File: config.mk
export PLATFORM = sky130hd
export DESIGN_NAME = srl_fifo
export DESIGN_NICKNAME = d
export VERILOG_FILES = /design/src/rtl/srl_fifo.sv
export SDC_FILE = /design/constraint.sdc
export NUM_CORES = 1
export LEC_CHECK = 0
export BUFFER_PORTS_ARGS = -buffer_cell sky130_fd_sc_hd__buf_2
export CORE_MARGIN = 2
export CORE_UTILIZATION = 42
export CTS_CLUSTER_DIAMETER = 80
export DETAILED_ROUTE_END_ITERATION = 10
export PLACE_DENSITY_LB_ADDON = 0.15
export SLEW_MARGIN = 20
export SYNTH_ARGS = -nofsm -noshare
export SYNTH_HDL_FRONTEND = slang
export SYNTH_SLANG_ARGS = --single-unit
File: constraint.sdc
create_clock -name CLK -period 20.8 [get_ports CLK]
set_clock_uncertainty 0.2 [all_clocks]
set_input_delay 3.12 -clock CLK [delete_from_list [all_inputs] [get_ports CLK]]
set_output_delay 3.12 -clock CLK [all_outputs]
set_load 0.02 [all_outputs]
File: src/rtl/srl_fifo.sv
// srl_fifo: SRL-style elastic FIFO. A WIDTH x DEPTH shift array whose read tap
// follows the fill level, with valid/ready handshakes and registered occupancy flags.
module srl_fifo #(
  parameter int               WIDTH           = 8,
  parameter int               DEPTH           = 32,
  parameter int               AFULL_THR       = DEPTH - 2,
  parameter int               AEMPTY_THR      = 1,
  parameter logic [WIDTH-1:0] INIT            = '0,
  parameter bit               IS_CLK_INVERTED = 1'b0
) (
  input  logic                         CLK,
  input  logic                         RST_N,
  input  logic                         CE,
  input  logic                         CLR,
  input  logic [WIDTH-1:0]             S_DATA,
  input  logic                         S_VALID,
  output logic                         S_READY,
  output logic [WIDTH-1:0]             M_DATA,
  output logic                         M_VALID,
  input  logic                         M_READY,
  output logic [$clog2(DEPTH+1)-1:0]   COUNT,
  output logic                         AFULL,
  output logic                         AEMPTY
);

  localparam int CW = $clog2(DEPTH + 1);
  localparam int AW = $clog2(DEPTH);

  logic             clk_act;
  logic [WIDTH-1:0] mem [DEPTH] = '{default: INIT};
  logic [CW-1:0]    count_r;
  logic [CW-1:0]    count_nxt;
  logic             rdy_r;
  logic             empty_r;
  logic             full_r;
  logic             afull_r;
  logic             aempty_r;
  logic             push;
  logic             pop;
  logic [AW-1:0]    tap;

  assign clk_act = CLK ^ IS_CLK_INVERTED;

  // Ready/valid come only from registered state, so a pop at full never
  // opens a same-cycle push.
  assign S_READY = CE & rdy_r & ~full_r;
  assign M_VALID = CE & ~empty_r;
  assign push    = S_VALID & S_READY;
  assign pop     = M_READY & M_VALID;

  always_comb begin
    count_nxt = count_r;
    if (CLR)
      count_nxt = '0;
    else if (push && !pop)
      count_nxt = count_r + CW'(1);
    else if (pop && !push)
      count_nxt = count_r - CW'(1);
  end

  // Oldest word sits at COUNT-1; with nothing stored the tap rests on entry 0.
  assign tap    = (count_r == '0) ? '0 : AW'(count_r - CW'(1));
  assign M_DATA = mem[tap];
  assign COUNT  = count_r;
  assign AFULL  = afull_r;
  assign AEMPTY = aempty_r;

  always_ff @(posedge clk_act) begin
    if (push && !CLR) begin
      mem[0] <= S_DATA;
      for (int i = 1; i < DEPTH; i++)
        mem[i] <= mem[i-1];
    end
  end

  always_ff @(posedge clk_act or negedge RST_N) begin
    if (!RST_N) begin
      count_r  <= '0;
      rdy_r    <= 1'b0;
      empty_r  <= 1'b1;
      full_r   <= 1'b0;
      afull_r  <= 1'b0;
      aempty_r <= 1'b1;
    end else if (CE) begin
      rdy_r    <= 1'b1;
      count_r  <= count_nxt;
      empty_r  <= (count_nxt == '0);
      full_r   <= (count_nxt == CW'(DEPTH));
      afull_r  <= (int'(count_nxt) >= AFULL_THR);
      aempty_r <= (int'(count_nxt) <= AEMPTY_THR);
    end
  end

endmodule

==> impl_summary.txt <==
----------------------------------------------------
[Status]
  Outcome ... completed

[Layout]
  Layout cell share with drive strength beyond 1 ... around an eighth
  Area growth from synthesis to layout ... 11.9%
  Fraction of the core area covered by cells at the end of the flow ... a little under half
  Sequential cell area ... between 7000 and 8000 sq um
  Number of fill cells ... roughly 2300
  Multi-input gate area ... 2780 sq um
  Antenna Diode Count ... 0
  Post-layout nets ... around 830

[Floorplan]
  Area of the die ... around 27000 sq um
  IO Pins ... 32
  Die X-Extent ... around 170 um
  Number of rows created at floorplan ... between 50 and 60
  Placeable Area ... between 20000 and 30000 sq um
  Height of the die ... ~170 um
  Starting utilization of the core area ... between 40% and 50%

[GRT]
  Global-route met3 utilization ... approximately 3%
  Overflow left after global routing ... 0
  Via count of the first global-routing pass ... ~6400
  Met2 layer usage reported by global route ... around 25%
  Routing layer with the top usage in global route ... met1
  Number of antenna violations at the first check in global routing ... 0
  Global-route usage over all layers ... between 10% and 20%
  Global-route track usage on met1 ... a little over a quarter
  Wire length of the first global-routing pass ... 37.9 mm
  Maximum number of pins on one net before global-route repair ... 94

[Route]
  Count of nets left with antenna violations after detail routing ... 0
  Number of vias after detailed routing ... roughly 6700
  First-pass iteration count of the detailed router ... 5
  DRC violation count after routing ... 0
  Routed via count divided by cell count ... between 5 and 6
  Routed WL ... around 24 mm
  Routed wire length per instance ... around 21 um
  Detailed router's first-iteration violation count ... between 500 and 600

[Clocking]
  Number of H-tree levels ... 1
  Number of buffers inserted during clock tree synthesis ... 29
  Clock tree sinks ... approximately 270
  Maximum buffer depth of the clock tree ... 3
  CTS tree ... yes
  CTS root buf ... clkbuf_16
  Buffers inserted by post-CTS timing repair ... 0
  Clk slew on worst S/H paths ... 60 ps
  Clock latency on the worst-skew pair ... 540 ps
  Cts repair resizes ... 0
  Post-cts hold buffer count ... 0

[Power and ir drop]
  Worst IR Drop VDD ... 0.000111 V
  PD cells ... around 130 nW/um^2
  Total Power Consumption ... approximately 1600 uW
  Leakage power ... 0.00410 uW

[Setup path]
  Category of the most critical setup path ... flip-flop to primary output
  Cells traversed along the worst timing path ... inv_1 > ha_1 > and2b_4 > a21oi_4 > buf_4 > nand2_1 > and3_1 > or4_1 > nand4_1 > buf_2
  Register-to-register setup slack ... between 15000 and 20000 ps
  Max stage delay cell, worst path ... dfrtp_4
  Maximum fanout along the worst path ... 44
  Sort of element at the start of the critical path ... flip-flop
  Arrival time of the worst setup path ... 5100 ps
  Maximum cell stage delay along the critical path ... around 840 ps
  R2r endpoint ... mem[18][6]
  WP data required ... around 17000 ps
  Launch point of the worst reg-to-reg path ... full_r
  Crit path capture type ... primary output
  Path depth of the worst reg2reg path ... 5

[STA]
  Final-report max-slew violation count ... 0
  Highest Clock Rate ... ~120 MHz
  Part of the cycle the worst path needs ... 40.5%
  Final setup vio count ... 0
  Slew HR ... between 20 and 30%
  Final critical-path setup slack ... 12380 ps
  Total negative slack for setup checks ... 0 ps
  RSZ-0062 raised after global routing ... no
  Final Critical Period ... approximately 8400 ps
  Final Hold Violating Endpoints ... 0
  Transition time at the pin with the least slew margin ... 1060 ps

[Yosys]
  Post-Synth Adder-Cell Area ... 0.228%
  Synthesized area ... about 11000 sq um
  Flop and latch count out of synthesis ... roughly 270
  Fraction of the mapped netlist area in compound gates ... 6.98%
  Library cell with the largest summed area after synthesis ... edfxtp_1
  Post-synthesis async set-or-reset flop share ... 4.12%
  Syn Area/Cell ... about 14 sq um
  Part of the Yosys area used for sequential elements ... 72.6%
  Synthesized net count ... 801
  Top cells by area in the synthesized netlist ... edfxtp_1, nand2_1, mux2i_1
  Warnings from Yosys ... 0
  Top FF cell, synth ... edfxtp_1
  Yosys cell types ... roughly 60
  Number of cells produced by synthesis ... 785
  Largest family of logic cells by synthesized area ... simple AND/OR/NAND/NOR gates
  Post-synthesis mux area share ... 3.89%
  Yosys top cell area share ... 70.1%
  Number of enable-type register cells in the synthesized netlist ... 256
  Xor/xnor cell area share of the yosys netlist ... less than 1%
  Post-synthesis simple-gate area fraction ... between 10 and 15%

[Min path]
  Worst hold path cell count ... 0
  Hold/Removal Path Class ... flip-flop to flip-flop
  End of the worst hold path ... mem[28][7]
  Worst Hold Launch ... mem[27][7]

[Run]
  Max-cap violations ... 0

[Placed design]
  Routability Congestion ... just under 0.8
  Worst slack at placement ... about 13000 ps
  Buffers added on ports ... 31
  Placed wire-length estimate ... approximately 13 mm

----------------------------------------------------
## layout make-up
cell class | count | share of cell area (%)
Inverter | 10 | 0.306
Clock inverter | 15 | 0.581
Clock buffer | 38 | 6.19
Multi-Input combinational cell | 461 | 22.6
Timing Repair Buffer | 42 | 1.97
Tap cell | 335 | 3.41
Sequential cell | 267 | 64.9
## worst max-delay path, delay by kind of cell (launching register included)
kind / cells / cell delay, ps
buf+inv: 3 / 1250
simple gates: 5 / 1180
flops: 1 / 840
compound gates: 1 / 690
fa+ha+maj: 1 / 530
## report_power, final
part / switching, uW / internal [uW]
logic: 353 / 152
registers: 24.6 / 610
clock network: 200 / 255
total: 578 / 1020
## registers in the layout, indices dropped and copies added (netlist names)
name / cells
mem: 256
COUNT: 6
AEMPTY: 1
AFULL: 1
empty_r: 1
full_r: 1
rdy_r: 1
## metal layers
layer  wire length (um)  up-vias
met2              10900      203
li1                   -     3057
met5                  0        -
met3               1340       37
met1              11500     3366
met4                548        0
## logic make-up (layout without fill, tap and decap cells)
family                   after synthesis  count (layout)
buffers and inverters                 57             105
AND/OR/NAND/NOR                      306             306
XOR/XNOR                               5               5
multiplexers                          42              42
AO/OA/AOI/OAI                        106             106
adder cells (fa/ha/maj)                2               2
flip-flops                           267             267
## cell usage after synthesis, types with 2 or more instances
cell	n
o32ai_1	4
nor4_1	2
and3_1	16
mux2_2	5
nor3_4	2
xnor2_1	4
buf_1	8
dfstp_2	2
ha_1	2
o21ai_0	13
a31oi_1	14
nand2b_1	3
nand4_1	8
a211oi_1	15
a21oi_1	13
o221ai_1	7
dfrtp_1	9
a2111oi_0	3
inv_1	9
a311oi_1	15
nor2_1	12
or4_1	7
or3_1	3
nor3_1	4
nand3_1	72
nor2b_1	20
edfxtp_1	256
a21o_1	2
clkbuf_1	20
buf_2	16
buf_6	2
nand2_1	145
mux2i_1	37
o211ai_1	9
o32a_1	2
## through the flow
stage / area (sq um) / hold slack (ps) / instances
2_1_floorplan: 11000 / 218 / 785
3_3_place_gp: 11400 / 222 / 1115
3_5_place_dp: 11400 / 228 / 1115
4_1_cts: 12300 / 238 / 1168
5_1_grt: 12300 / 242 / 1168
6_report: 12300 / 236 / 1168
## layout by cell type (no fill, tap or decap), drive strengths merged, types with 7 or more instances in the layout
cell    instances
nor2           12
o21ai          13
edfxtp        256
nand3          72
nor3            7
nor2b          21
a31oi          14
o211ai          9
a311oi         15
nand2         145
a21oi          14
and3           16
clkbuf         38
inv            10
clkinv         15
or4             7
o221ai          7
nand4           8
a211oi         15
dfrtp           9
buf            42
mux2i          37
## worst max path at each step
stage                     startpoint        end  slack [ps]
after floorplan              S_VALID  mem[0][0]        5580
after global placement      COUNT[0]  M_DATA[1]       13000
after detailed placement    COUNT[0]  M_DATA[2]       12890
after CTS                   COUNT[0]  M_DATA[2]       12310
after global routing        COUNT[0]  M_DATA[6]       11970
final                       COUNT[0]  M_DATA[7]       12380
Power figures use the tool's default switching activity.
